==> src/rtl/recog_pkg.sv <==
// Shared definitions for the two-source ASCII sequence recognizer.
package recog_pkg;

    localparam int unsigned DEFAULT_CW    = 7;
    localparam int unsigned DEFAULT_DEPTH = 5;

    typedef enum logic [1:0] {
        IDLE  = 2'd0,
        GNT_A = 2'd1,
        GNT_B = 2'd2,
        FLUSH = 2'd3
    } state_t;

    localparam logic SRC_A = 1'b0;
    localparam logic SRC_B = 1'b1;

endpackage

==> src/rtl/recog_window.sv <==
// Sliding window of the last DEPTH accepted chars, fill tracking and pattern compare.
module recog_window
    import recog_pkg::*;
#(
    parameter int unsigned DEPTH = DEFAULT_DEPTH,
    parameter int unsigned CW    = DEFAULT_CW
) (
    input  logic                CLK,
    input  logic                RST_n,
    input  logic                shift_en,
    input  logic                clr,
    input  logic [CW-1:0]       char_in,
    input  logic [DEPTH*CW-1:0] pattern,
    output logic                full,
    output logic                hit
);

    localparam int unsigned FW = $clog2(DEPTH + 1);

    // Slot 0 (oldest) sits in the low bits, slot DEPTH-1 (newest) in the high bits.
    logic [DEPTH*CW-1:0] r_win;
    logic [FW-1:0]       r_fill;

    always_ff @(posedge CLK or negedge RST_n) begin
        if (!RST_n) begin
            r_win  <= '0;
            r_fill <= '0;
        end else if (clr) begin
            r_fill <= '0;
        end else if (shift_en) begin
            r_win <= {char_in, r_win[DEPTH*CW-1:CW]};
            if (r_fill != FW'(DEPTH)) begin
                r_fill <= r_fill + FW'(1);
            end
        end
    end

    assign full = (r_fill == FW'(DEPTH));
    assign hit  = full & (r_win == pattern);

endmodule

==> src/rtl/recog_stream_ctrl.sv <==
// Round-robin arbiter sharing one sequence recognizer between char sources A and B.
module recog_stream_ctrl
    import recog_pkg::*;
#(
    parameter int unsigned DEPTH = DEFAULT_DEPTH,
    parameter int unsigned CW    = DEFAULT_CW,
    parameter int unsigned CNT_W = 8
) (
    input  logic             CLK,
    input  logic             RST_n,
    input  logic             arm,
    input  logic             flush,
    input  logic             cfg_we,
    input  logic [2:0]       cfg_idx,
    input  logic [CW-1:0]    cfg_char,
    input  logic             a_valid,
    input  logic [CW-1:0]    a_char,
    output logic             a_ready,
    input  logic             b_valid,
    input  logic [CW-1:0]    b_char,
    output logic             b_ready,
    output logic             match,
    output logic             match_src,
    output logic [CNT_W-1:0] hit_count,
    output logic             busy
);

    state_t              r_state;
    state_t              w_state_nxt;
    logic                r_rr;
    logic                w_rr_nxt;
    logic [DEPTH*CW-1:0] r_pat;
    logic                r_cmp_pend;
    logic                r_cmp_src;
    logic                r_match;
    logic                r_match_src;
    logic [CNT_W-1:0]    r_hit_cnt;

    logic                w_a_ready;
    logic                w_b_ready;
    logic                w_acc_a;
    logic                w_acc_b;
    logic                w_acc;
    logic [CW-1:0]       w_acc_char;
    logic                w_clr;
    logic                w_full;
    logic                w_hit;
    logic                w_fire;

    always_ff @(posedge CLK or negedge RST_n) begin
        if (!RST_n) begin
            r_state <= IDLE;
            r_rr    <= SRC_A;
        end else begin
            r_state <= w_state_nxt;
            r_rr    <= w_rr_nxt;
        end
    end

    always_comb begin
        w_state_nxt = r_state;
        w_rr_nxt    = r_rr;
        case (r_state)
            IDLE: begin
                if (arm) begin
                    if (a_valid && (!b_valid || r_rr == SRC_A)) begin
                        w_state_nxt = GNT_A;
                    end else if (b_valid) begin
                        w_state_nxt = GNT_B;
                    end
                end
            end
            GNT_A: begin
                if (!(a_valid && arm)) begin
                    w_state_nxt = FLUSH;
                    w_rr_nxt    = SRC_B;
                end
            end
            GNT_B: begin
                if (!(b_valid && arm)) begin
                    w_state_nxt = FLUSH;
                    w_rr_nxt    = SRC_A;
                end
            end
            FLUSH:   w_state_nxt = IDLE;
            default: w_state_nxt = IDLE;
        endcase
    end

    assign w_a_ready  = (r_state == GNT_A) & arm & ~flush;
    assign w_b_ready  = (r_state == GNT_B) & arm & ~flush;
    assign w_acc_a    = a_valid & w_a_ready;
    assign w_acc_b    = b_valid & w_b_ready;
    assign w_acc      = w_acc_a | w_acc_b;
    assign w_acc_char = w_acc_b ? b_char : a_char;
    // Leaving a grant always passes through FLUSH, so every burst starts empty.
    assign w_clr      = flush | (r_state == FLUSH);

    always_ff @(posedge CLK or negedge RST_n) begin
        if (!RST_n) begin
            r_pat <= '0;
        end else if (cfg_we && !arm) begin
            for (int unsigned i = 0; i < DEPTH; i++) begin
                if (cfg_idx == 3'(i)) begin
                    r_pat[i*CW +: CW] <= cfg_char;
                end
            end
        end
    end

    recog_window #(
        .DEPTH(DEPTH),
        .CW   (CW)
    ) u_window (
        .CLK     (CLK),
        .RST_n   (RST_n),
        .shift_en(w_acc),
        .clr     (w_clr),
        .char_in (w_acc_char),
        .pattern (r_pat),
        .full    (w_full),
        .hit     (w_hit)
    );

    // The compare runs the cycle after an accept, against the updated window;
    // a flush in that cycle clears fill only at its closing edge, so it still fires.
    assign w_fire = r_cmp_pend & w_hit;

    always_ff @(posedge CLK or negedge RST_n) begin
        if (!RST_n) begin
            r_cmp_pend  <= 1'b0;
            r_cmp_src   <= SRC_A;
            r_match     <= 1'b0;
            r_match_src <= SRC_A;
            r_hit_cnt   <= '0;
        end else begin
            r_cmp_pend  <= w_acc;
            r_cmp_src   <= w_acc_b;
            r_match     <= w_fire;
            r_match_src <= w_fire & r_cmp_src;
            if (w_fire && r_hit_cnt != '1) begin
                r_hit_cnt <= r_hit_cnt + CNT_W'(1);
            end
        end
    end

    assign a_ready   = w_a_ready;
    assign b_ready   = w_b_ready;
    assign match     = r_match;
    assign match_src = r_match_src;
    assign hit_count = r_hit_cnt;
    assign busy      = (r_state != IDLE);

endmodule

==> config.mk <==
export PLATFORM = sky130hd
export DESIGN_NAME = recog_stream_ctrl
export DESIGN_NICKNAME = d
export VERILOG_FILES = /design/src/rtl/recog_pkg.sv /design/src/rtl/recog_window.sv /design/src/rtl/recog_stream_ctrl.sv
export SDC_FILE = /design/constraint.sdc
export NUM_CORES = 1
export LEC_CHECK = 0
export BUFFER_PORTS_ARGS = -buffer_cell sky130_fd_sc_hd__buf_4
export CAP_MARGIN = 10
export CORE_MARGIN = 2
export CORE_UTILIZATION = 50
export CTS_CLUSTER_SIZE = 8
export DETAILED_ROUTE_END_ITERATION = 12
export PLACE_DENSITY_LB_ADDON = 0.2
export SLEW_MARGIN = 25
export SYNTH_ARGS = -nofsm -noshare
export SYNTH_HDL_FRONTEND = slang
export SYNTH_SLANG_ARGS = --single-unit
==> constraint.sdc <==
create_clock -name CLK -period 2.1 [get_ports CLK]
set_input_delay 0.42 -clock CLK [delete_from_list [all_inputs] [get_ports CLK]]
set_output_delay 0.42 -clock CLK [all_outputs]
set_load 0.02 [all_outputs]
==> After elaboration in Yosys (flattened, before gate mapping) <==
Index checks and enable logic that the tools add are counted.
{ "totals": {"register_bits": 88, "inputBits": 31, "output_inout_bits": 13, "elab_cells": 81} }
{ "op_classes": {"addsub": 2, "bitwise": 14, "n_reduce_logical": 23, "n_eq_ne": 15, "n_mux": 13} }
{ "ops": {"columns": ["op", "count"], "rows": [
  ["35-bit equality test", 1],
  ["2-bit AND reduction", 7],
  ["2-bit two-way mux", 5],
  ["1-bit AND", 9],
  ["3-bit two-way mux", 3],
  ["8-bit by 1-bit adder with 8-bit output, second input constant", 1],
  ["8-bit != test, second input constant", 1],
  ["2-bit case mux with 4 select lines", 1],
  ["2-bit nonzero test", 4],
  ["7-bit two-way mux", 1],
  ["3-bit by 2-bit equality test with 1-bit output, second input constant", 2],
  ["3-bit equality test, second input constant", 2],
  ["2-bit != test, second input constant", 3],
  ["3-bit != test, second input constant", 2],
  ["1-bit logical AND", 5],
  ["2-bit equality test, second input constant", 2],
  ["4-bit AND reduction", 1],
  ["3-bit by 1-bit adder with 3-bit output, second input constant", 1],
  ["3-bit by 1-bit equality test with 1-bit output, second input constant", 1],
  ["3-bit logical NOT", 1],
  ["1-bit inverter", 3],
  ["3-bit AND reduction", 1],
  ["2-bit by 1-bit equality test with 1-bit output, second input constant", 1],
  ["1-bit logical NOT", 2],
  ["other kinds (5)", 7]
]} }

==> Longest topological paths before layout <==
{ "depth": {"ltp_word": 7, "mapped_depth": 9, "depth_no_buf": 8} }

==> Modules after synthesis <==
A second synthesis with hierarchy kept.
{ "hier_totals": {"hier_cells": 296, "hier_area_um2": 4224.1} }
{ "by_module_without_submodules": {"columns": ["module", "instances", "area_each_um2", "seq_area_each_um2", "cells_each"], "rows": [
  ["recog_stream_ctrl", 1, 2188.3, 1251.2, 159],
  ["recog_window", 1, 2035.7, 950.9, 137]
]} }

==> Least setup slack after synthesis <==
No wires, ideal clock.
{ "synth_path": {"path_kind": "register to register", "start": "reg r_state[1]", "end": "reg u_window.r_win[10]", "required_time_ps": 1975, "arrival_ps": 1766, "setup_time_ps": 125, "stages_incl_launch_ff": 9, "path_buffers": 2, "synth_period_minus_slack_ps": 1891, "path_slack_ps": 209, "cell_sequence": "dfrtp_1 > inv_1 > ha_1 > a22o_1 > nand2_1 > or3_1 > buf_2 > buf_6 > mux2_4"} }
{ "synth_via": {"elab_chain_cells": 6, "word_cells_on_any_way": 13, "classes_between": "eq/ne: 3; bitwise: 9; reduce/logical: 1"} }
{ "synth_lines": {"columns": ["element", "line_no", "source"], "rows": [
  ["start, declared", "recog_stream_ctrl.sv:28", "state_t r_state;"],
  ["start signal, assigned", "recog_stream_ctrl.sv:55", "r_state <= w_state_nxt;"],
  ["2-bit by 1-bit equality test with 1-bit output or 2-bit equality test (tied branches)", "recog_stream_ctrl.sv:90, recog_stream_ctrl.sv:91", null],
  ["1-bit AND, on equally long branches (2 in series)", "recog_stream_ctrl.sv:90, recog_stream_ctrl.sv:91", null],
  ["1-bit AND, on equally long branches", "recog_stream_ctrl.sv:92, recog_stream_ctrl.sv:93", null],
  ["1-bit OR", "recog_stream_ctrl.sv:94", "assign w_acc = w_acc_a | w_acc_b;"],
  ["2-bit AND reduction (no line) (*)", null, null],
  ["end signal, assigned", "recog_window.sv:31", "r_win <= {char_in, r_win[DEPTH*CW-1:CW]};"],
  ["end, declared", "recog_window.sv:21", "logic [DEPTH*CW-1:0] r_win;"]
]} }
Mark *: on every way between the ends. The rest lies on a longest branch, timed or not.
A chain may end at the register's enable or synchronous reset.

==> Worst setup path after layout <==
{ "layout_path": {"start": "reg r_state[0]", "end": "reg u_window.r_win[24]"} }
The elaborated chain is that of the path after synthesis.

==> impl_metrics.py <==
metrics = {
    "run_status": {
        "status": "finished clean",
    },
    "floorplan": {
        "placement_rows": 33,
        "die_x_microns": 95.12,
        "start_util_pct": 51.04,
        "core-area_sq_mm": 0.008134,
        "die_area_sq_mm": 0.009048,
        "die_h_microns": 95.12,
        "io_pins": 44,
    },
    "drt": {
        "drtIter0Drc": 74,
        "vias": 2443,
        "wl_microns": 8055,
        "ant_nets": 0,
        "vias_per_cell": 5.165,
        "detail_route.wl_per_cell_microns": 17.03,
        "drtPass1Iterations": 4,
        "drc": 0,
    },
    "global_route": {
        "grt_pass1_vias": 2424,
        "grt_max_degree": 46,
        "grt_usage_pct": 19.04,
        "grt_overflow_total": 0,
        "antenna_found_initial": 0,
        "grt_pass1_wl_microns": 12650,
    },
    "yosys": {
        "yosysSeqAreaShare_pct": 53.04,
        "synth_compound_area_share_pct": 2.230,
        "syn-cell-area_sq_mm": 0.004151,
        "synthesis.nets": 344,
        "yosys_warnings": 0,
        "ys_ff_latch": 88,
        "synth.distinct_cells": 39,
        "synthCells": 305,
        "synth_top_cell_by_area": "dfrtp_1",
        "ys_top_cells_by_area": "dfrtp_1 53%, mux2_4 9.8%, mux2_1 6.2%",
        "avgSynthCellArea_sq_um": 13.61,
        "synth_adder_area_share_pct": 2.411,
        "synth.area.mux_share_pct": 21.49,
        "synth-simple-area-share_pct": 10.01,
        "synth_top_family_by_area": "multiplexers",
        "synth_top_area_share_pct": 53.04,
        "synth_xor_area_share_pct": 9.072,
    },
    "sta": {
        "setup_viol_count_final": 0,
        "min_period_over_period_pct": 94.14,
        "fin_tns_setup_ns": 0,
        "rsz0062_at_grt": "no",
        "hold_viol": 0,
        "drv_slew": 0,
        "fin_ws_ns": 0.1230,
        "max-slew-margin-rel_pct": 60.28,
        "period_minus_slack_ns": 1.977,
        "skew_ns": 0.007941,
        "max_freq_mhz": 505.8,
        "tightest_slew_ns": 0.5958,
    },
    "power_and_ir_drop": {
        "peakVddDrop_uv": 549.8,
        "p_leak_nw": 2.413,
        "p_per_area_mw_per_mm2": 1076,
    },
    "critical_path": {
        "regToRegSetupSlack_ns": 0.12,
        "rr_startpoint": "r_state[0]$_DFFE_PN0P_",
        "required_ns": 2.33,
        "path_class": "register to register",
        "slowest_delay_ns": 0.43,
        "r2r-end": "u_window.r_win[24]$_DFFE_PN0P_",
        "arrival_ns": 2.20,
        "crit_fanout": 21,
        "critical_path.slowest_cell": "dfrtp_1",
        "start_kind": "register",
        "cp-end-kind": "register",
        "r2r_cells": 7,
        "cp_cell_sequence": "inv_1 -> ha_1 -> a22o_1 -> nand2_1 -> or3_4 -> clkbuf_16 -> mux2_4",
    },
    "clocking": {
        "clk_latency_ns": 0.34,
        "root_buffer": "clkbuf_8",
        "htree_num_levels": 3,
        "cts_hold_buf": 0,
        "path_clk_slew_ns": 0.09,
        "cts_sinks": 88,
        "cts_made_buffers": 9,
        "cts_tree": "done",
        "cts_setup_buffers": 0,
        "clockBufferDepth": 2,
        "cts_resized": 0,
    },
    "placed_design": {
        "placed_cells": 457,
        "io_buffer_count": 43,
        "hpwl_microns": 5730,
        "dpl_worst_slack_ns": 0.02027,
        "gp_congestion": 0.7652,
    },
    "job": {
        "maxCapViolCount": 0,
    },
    "cells_and_area": {
        "fin_nets": 403,
        "layout_common_cells": "88 x dfrtp_1, 50 x buf_4, 27 x mux2_4, 23 x xnor2_1, 23 x mux2_1",
        "final_common_cell": "dfrtp_1",
        "layout.cells.non_filler": 473,
        "antenna_cells": 0,
        "fin_util_pct": 59.76,
        "post_route_cells_drive_above_1_share_pct": 33.70,
        "fillers": 663,
        "synthToLayoutAreaGrowth_pct": 17.09,
    },
    "hold_path": {
        "hold_path_class": "input port to asynchronous set/reset pin",
    },
}
==> cells in the mapped netlist (all sizes together) <==
cell type	count
a21oi	5
a22o	1
a31oi	1
and2	4
and4	2
and4b	1
buf	5
dfrtp	88
ha	8
inv	8
mux2	64
mux2i	7
nand2	18
nand2b	1
nand3	5
nand4	8
nand4b	1
nor2	10
nor2b	1
nor3	6
nor3b	1
nor4	5
o211ai	1
o21ai	9
or3	2
xnor2	23
xor2	20
==> report_power, final <==
group          total, mW  leakage (nW)  internal, mW  switching (mW)
sequential          2.59          1.14          2.17           0.421
combinational       1.59          1.19         0.886           0.700
clock               1.06        0.0882         0.486           0.570
total               5.23          2.41          3.54            1.69
==> kinds of logic (layout without fill, tap and decap cells) <==
| group | after synthesis | count (layout) |
|---|---|---|
| compound gates | 17 | 17 |
| simple gates | 65 | 65 |
| flops | 88 | 88 |
| mux | 71 | 71 |
| buf+inv | 13 | 76 |
| xor+xnor | 43 | 43 |
| fa+ha+maj | 8 | 8 |
==> through the flow <==
step	hold slack (ns)	cell area (sq um)	power (mW)
global placement	0.4348	4657	4.142
floorplan	0.1244	4151	3.708
finish	0.07476	4861	5.230
detailed placement	0.4374	4657	4.198
global route	0.1081	4861	5.545
CTS	0.09064	4830	5.259
==> critical path: cells and delay by family, from the launching register on <==
kind,cells,cell delay [ns]
flip-flops,1,0.43
multiplexers,1,0.31
adder cells (fa/ha/maj),1,0.19
buffers and inverters,2,0.34
AND/OR/NAND/NOR,2,0.44
AO/OA/AOI/OAI,1,0.15
==> worst max-delay path by stage <==
| stage | from | to | depth (start not counted) |
|---|---|---|---|
| floorplan | r_state[1]$_DFFE_PN0P_ | u_window.r_win[10]$_DFFE_PN0P_ | 8 |
| global placement | r_state[0]$_DFFE_PN0P_ | u_window.r_win[2]$_DFFE_PN0P_ | 7 |
| detailed placement | r_state[1]$_DFFE_PN0P_ | u_window.r_win[2]$_DFFE_PN0P_ | 7 |
| CTS | r_state[1]$_DFFE_PN0P_ | u_window.r_win[2]$_DFFE_PN0P_ | 7 |
| global route | r_state[0]$_DFFE_PN0P_ | u_window.r_win[25]$_DFFE_PN0P_ | 7 |
| finish | r_state[0]$_DFFE_PN0P_ | u_window.r_win[24]$_DFFE_PN0P_ | 7 |
==> area by class of cell <==
cell class                 instances  area, sq um  share of cell area, %
sequential                        88         2202                  45.30
inverter                           8        30.03                 0.6178
timing repair buffer              53        440.4                  9.060
clock buffer                      12        155.1                  3.192
multi-input combinational        204         1884                  38.76
tap                              105        131.4                  2.703
clock inverter                     3        17.52                 0.3604
==> sequential cells by signal (all words and copies together), names as in the netlist <==
register         flops
r_cmp_pend           1
r_cmp_src            1
r_rr                 1
match                1
u_window.r_win      35
hit_count            8
match_src            1
u_window.r_fill      3
r_pat               35
r_state              2
==> layer usage <==
layer,vias up,global-route usage (%),routed length [microns]
li1,1179,-,-
met1,1211,27.65,3883
met2,43,28.35,3803
met3,10,3.715,242
met4,0,7.246,125
met5,-,0,0
Power figures use the tool's default switching activity.
